$ cat src/rtl/card_mem_pkg.sv
// ---------------------------------------------------------------------------
// card_mem_pkg
//
// Shared definitions for the blocks that operate on the 1024x32 card RAM
// (allocator, add, remove, split, free_list).
//
//   - Field positions inside a node word.
//   - NULL_ADDR, the list terminator. Address 0 is never a real node.
//   - card_word_t and card_node_t, the raw and the field-level views of a word.
//   - Error codes reported by free_list.
// ---------------------------------------------------------------------------
package card_mem_pkg;

  localparam int ADDR_W = 10;
  localparam int WORD_W = 32;

  // Bit positions inside a node word.
  localparam int ALLOC_BIT = 31;
  localparam int SUIT_HI   = 15;
  localparam int SUIT_LO   = 14;
  localparam int VALUE_HI  = 13;
  localparam int VALUE_LO  = 10;
  localparam int NEXT_HI   = 9;
  localparam int NEXT_LO   = 0;

  typedef logic [ADDR_W-1:0] card_addr_t;
  typedef logic [WORD_W-1:0] card_word_t;

  // Field view of a node word. Bits 30:16 carry no meaning for list walks.
  typedef struct packed {
    logic        alloc;
    logic [14:0] rsvd;
    logic [1:0]  suit;
    logic [3:0]  value;
    card_addr_t  next;
  } card_node_t;

  localparam card_addr_t NULL_ADDR = '0;

  // Completion status of a free_list walk.
  typedef logic [1:0] free_err_t;
  localparam free_err_t ERR_OK          = 2'd0;
  localparam free_err_t ERR_DOUBLE_FREE = 2'd1;
  localparam free_err_t ERR_LIMIT       = 2'd2;

endpackage : card_mem_pkg

$ cat src/rtl/free_list.sv
// ---------------------------------------------------------------------------
// free_list
//
// Walks a card linked list from its head and clears the allocation flag
// of every node, which hands the nodes back to the block allocator. Each
// node takes four cycles: READ, WAIT, CHECK and CLEAR. The RAM returns
// read data two cycles after the address is presented.
//
// Build option:
//   FREE_LIST_SCRUB_EN  defined   : a freed node is written as 32'h0.
//                       undefined : a freed node keeps bits 30:0 for debug.
//
// Parameters:
//   MAX_NODES     A walk that would go past this many nodes is treated as
//                 a cycle and stops with error 2.
//
// Ports:
//   clock         block and RAM clock
//   resetn        asynchronous active-low reset
//   start         one-cycle walk request. It is sampled only when idle.
//   head          first node address. 0 means an empty list.
//   busy          high while nodes are being walked
//   done          one-cycle pulse when the walk ends
//   error         0 ok, 1 double free, 2 node limit. Held with freed_count.
//   freed_count   nodes freed by the last walk. Held until the next start.
//   ram_address   RAM address
//   ram_clock     RAM clock (same as clock)
//   ram_data      RAM write data
//   ram_wren      RAM write enable
//   ram_q         RAM read data
// ---------------------------------------------------------------------------
import card_mem_pkg::*;

module free_list #(
  parameter int MAX_NODES = 1023
) (
  input  logic        clock,
  input  logic        resetn,
  input  logic        start,
  input  logic [9:0]  head,
  output logic        busy,
  output logic        done,
  output logic [1:0]  error,
  output logic [9:0]  freed_count,
  output logic [9:0]  ram_address,
  output logic        ram_clock,
  output logic [31:0] ram_data,
  output logic        ram_wren,
  input  logic [31:0] ram_q
);

  typedef enum logic [2:0] {
    S_IDLE,
    S_READ,
    S_WAIT,
    S_CHECK,
    S_CLEAR,
    S_FIN
  } state_t;

  localparam card_addr_t MAX_COUNT = card_addr_t'(MAX_NODES);

  state_t     state, state_d;
  card_addr_t cur;        // node being freed
  card_addr_t next_addr;  // successor, captured in CHECK
  card_word_t node_word;  // node contents, captured in CHECK
  card_addr_t count;
  free_err_t  err;
  logic       done_r;

  card_node_t node_q;
  card_addr_t count_inc;
  logic       at_limit;

  assign node_q    = card_node_t'(ram_q);
  assign count_inc = count + card_addr_t'(1);
  // The node cleared in this CLEAR is the last one the walk may free.
  assign at_limit  = (count_inc == MAX_COUNT);

  assign ram_clock   = clock;
  assign busy        = (state != S_IDLE) && (state != S_FIN);
  assign done        = done_r;
  assign error       = err;
  assign freed_count = count;

  // Word written back in CLEAR. The flag is cleared in both builds.
  card_word_t clear_word;
`ifdef FREE_LIST_SCRUB_EN
  assign clear_word = '0;
`else
  assign clear_word = {1'b0, node_word[ALLOC_BIT-1:0]};
`endif

  // Next-state and RAM port decode.
  always_comb begin
    // NOTE: every output gets a default first. Then any path that does not
    // assign a signal still has a value, and no latch is inferred.
    state_d     = state;
    ram_address = NULL_ADDR;
    ram_data    = '0;
    ram_wren    = 1'b0;

    unique case (state)
      S_IDLE: begin
        if (start) state_d = (head == NULL_ADDR) ? S_FIN : S_READ;
      end
      S_READ: begin
        ram_address = cur;
        state_d     = S_WAIT;
      end
      S_WAIT: begin
        ram_address = cur;
        state_d     = S_CHECK;
      end
      S_CHECK: begin
        ram_address = cur;
        state_d     = node_q.alloc ? S_CLEAR : S_FIN;
      end
      S_CLEAR: begin
        ram_address = cur;
        ram_data    = clear_word;
        ram_wren    = 1'b1;
        if (next_addr == NULL_ADDR || at_limit) state_d = S_FIN;
        else                                    state_d = S_READ;
      end
      S_FIN: begin
        state_d = S_IDLE;
      end
      default: state_d = S_IDLE;
    endcase
  end

  // State register and walk datapath.
  always_ff @(posedge clock or negedge resetn) begin
    if (!resetn) begin
      state     <= S_IDLE;
      cur       <= NULL_ADDR;
      next_addr <= NULL_ADDR;
      node_word <= '0;
      count     <= '0;
      err       <= ERR_OK;
      done_r    <= 1'b0;
    end else begin
      // NOTE: state updates use non-blocking assignments. Every register then
      // samples values from before this clock edge, whatever the statement order.
      state  <= state_d;
      done_r <= 1'b0;

      unique case (state)
        S_IDLE: begin
          if (start) begin
            cur   <= head;
            count <= '0;
            err   <= ERR_OK;
          end
        end
        S_CHECK: begin
          if (!node_q.alloc) begin
            err <= ERR_DOUBLE_FREE;
          end else begin
            next_addr <= node_q.next;
            node_word <= ram_q;
          end
        end
        S_CLEAR: begin
          count <= count_inc;
          cur   <= next_addr;
          if (next_addr != NULL_ADDR && at_limit) err <= ERR_LIMIT;
        end
        S_FIN: begin
          done_r <= 1'b1;
        end
        default: ;
      endcase
    end
  end

endmodule : free_list

$ cat config.mk
export PLATFORM = sky130hd
export DESIGN_NAME = free_list
export DESIGN_NICKNAME = d
export VERILOG_FILES = /design/src/rtl/card_mem_pkg.sv /design/src/rtl/free_list.sv
export SDC_FILE = /design/constraint.sdc
export NUM_CORES = 1
export LEC_CHECK = 0
export ABC_AREA = 1
export CAP_MARGIN = 20
export CORE_UTILIZATION = 40
export DETAILED_ROUTE_END_ITERATION = 8
export PLACE_DENSITY = 0.73
export SLEW_MARGIN = 20
export SYNTH_ARGS = -nofsm -noshare
export SYNTH_HDL_FRONTEND = slang
export SYNTH_SLANG_ARGS = --single-unit
export TNS_END_PERCENT = 1
$ cat constraint.sdc
create_clock -name clock -period 1.95 [get_ports clock]
set_clock_uncertainty 0.15 [all_clocks]
set_input_delay 0.195 -clock clock [delete_from_list [all_inputs] [get_ports clock]]
set_output_delay 0.195 -clock clock [all_outputs]
set_load 0.02 [all_outputs]
==> qor.csv <==
metric;value;unit
yosysSeqAreaShare;0.493;
ys_top_cells_by_count;nor2_1, inv_1, dfrtp_1;
vias;2819;
dp_slack;-0.345;ns
path_clk_slew;0.06;ns
path_cells;inv_2 > nand2_4 > nor2_8 > buf_6 > inv_6 > buf_12 > nor2_1 > buf_4;
path_class;reg2out;
dpl.hpwl;5420;um
routedWlPerCell;12.5;um
fmax;0.496;GHz
max_stage_delay;0.40;ns
port_buffers;101;
seq_power_share;0.310;
syn-instance-count;382;
overflow;0;
synth_async_sr_flop_share;1.00;
synth_most_common_cell;nor2_1;
cp_slowest_cell;dfrtp_1;
grt_pass1_wl;12400;um
ant_nets;0;
cp.required;1.60;ns
max_cap_viol_count;0;
start_util;0.419;
ys_seq_elements;57;
rows;30;
die-area;0.00758;sq mm
violations;negative setup slack;
syn-mean-instance-area;7.58;sq um
cellPowerDensity;1310;mW/mm^2
gp_congestion;0.882;
slew_violations;0;
cp-start-kind;flip-flop;
first_iter_violations;173;
hold_class;in2async;
insertion_delay;0.43;ns
p_sw_frac;0.407;
status;complete, but fails checks;
crit_path_max_fanout;19;
synth_top_area_cell;dfrtp_1;
vias_per_cell;4.70;
p_comb_frac;0.491;
layout_setup_ws;-0.0655;ns
synthDistinctLibCells;33;
die_height;87.1;um
netlist_area;0.00289;sq mm
yosysWarnings;0;
final_layout_size_suffix_gt1_frac;0.252;
period_needed;2.02;ns
diodes;0;
synth_area_leaders;dfrtp_1, nor2_1, inv_1;
end_kind;output port;
report.power.total;5.77;mW
io_pins;103;
synth_edf_count;0;
clockPowerShare;0.200;
drtPass1Iterations;4;
grt_start_max_net_pins;43;
areaGrowthSynthToFinish;51.8;%
final_hold_viol_count;0;
internal_power;3.42;mW
finalSetupViolCount;32;
drt_wl_total;7530;um
cts_tree;built;
rsz0062_at_grt;true;
antenna_found_initial;0;
synthFlopType;dfrtp_1;
track_usage;0.217;
finalNetCount;548;
synth.net_count;429;
peakVddDrop;0.000789;V
p_sw;2.35;mW
p_leak;2.19;nW
core;0.00691;sq mm
grt_pass1_vias;2789;
fin_crit_sh;1.03;
drc;0;
die_x;87.1;um
yosysTopAreaCellShare;0.493;
post-route-util;0.636;
arrival;1.67;ns
## placed cells by master, fill, tap and decap left out, types with 8 or more instances in the layout
cell type / count
a21oi_1: 33
inv_1: 61
nor2_4: 8
buf_4: 41
dfrtp_1: 56
nor2_2: 25
buf_6: 17
clkdlybuf4s50_1: 55
o21ai_0: 28
clkbuf_8: 14
nand2_1: 55
nor2_1: 59
## stage by stage
stage          std cells  hold slack [ns]  setup TNS, ns  cell area (sq um)
4_1_cts              599           0.0425          -1.04               4270
3_5_place_dp         579          -0.0396          -5.57               4080
5_1_grt              600           0.0527          -3.83               4390
2_1_floorplan        382           -0.251              0               2890
3_3_place_gp         579          -0.0416          -4.53               4080
6_report             600           0.0441         -0.854               4390
## flip-flops by register name, indices dropped and copies added, names as in the netlist
signal / flops
node_word: 22
state: 3
done: 1
error: 2
next_addr: 9
freed_count: 10
cur: 10
## kinds of logic after synthesis
kind of cell | Yosys count | synth area share
and+or+nand+nor | 167 | 0.248
AOI/OAI and AO/OA | 70 | 0.126
other | 1 | 0.00130
buffers and inverters | 83 | 0.118
xor gates and xnor gates | 2 | 0.00605
adders and majority gates | 2 | 0.00865
DFF | 57 | 0.493
## metal layers
metal  vias up  routed length [um]  global-route usage
li1       1404                   -                   -
met1      1282                3100               0.260
met5         -                   0                   0
met4         0                 220               0.129
met3        20                 562              0.0635
met2       113                3640               0.346
## layout make-up
type | instances | area [sq um]
timing repair buffer | 121 | 1130
inverter | 66 | 253
clock buffer | 18 | 213
tap | 96 | 120
sequential | 57 | 1430
multi-input combinational | 242 | 1250
fill | 608 | 2510
## power by group through the flow
stage	logic [mW]	clock network, mW	registers [mW]
6_report	2.83	1.15	1.79
5_1_grt	3.13	1.24	1.82
4_1_cts	2.69	1.19	1.78
3_5_place_dp	2.64	0.0689	1.79
3_3_place_gp	2.59	0.0689	1.77
2_1_floorplan	1.50	0.0599	1.80
## worst max-delay path: cells and delay by family, from the launching register on
kind / cells / cell delay, ns
simple gates: 3 / 0.28
buf+inv: 5 / 0.56
flops: 1 / 0.40
## path summary, 6_finish.rpt
kind	from	end	slack [ns]	depth (start not counted)
max	state[0]	ram_data[29]	-0.07	8
min	resetn	freed_count[6]	0.04	2
max reg2reg	state[2]	node_word[26]	0.14	8
min reg2reg	error[0]	error[0]	0.35	2
max in group asynchronous	resetn	node_word[9]	1.07	3
min in group clock	ram_q[16]	node_word[16]	0.19	3
## repair_timing
item	CTS	global route
hold buffers	1	0
endpoints found under the setup margin	44	54
resized for setup	233	39
cloned	0	0
pin swaps	1	1
endpoints found under the hold margin	57	0
buffers inserted	2	1
Power figures use the tool's default switching activity.
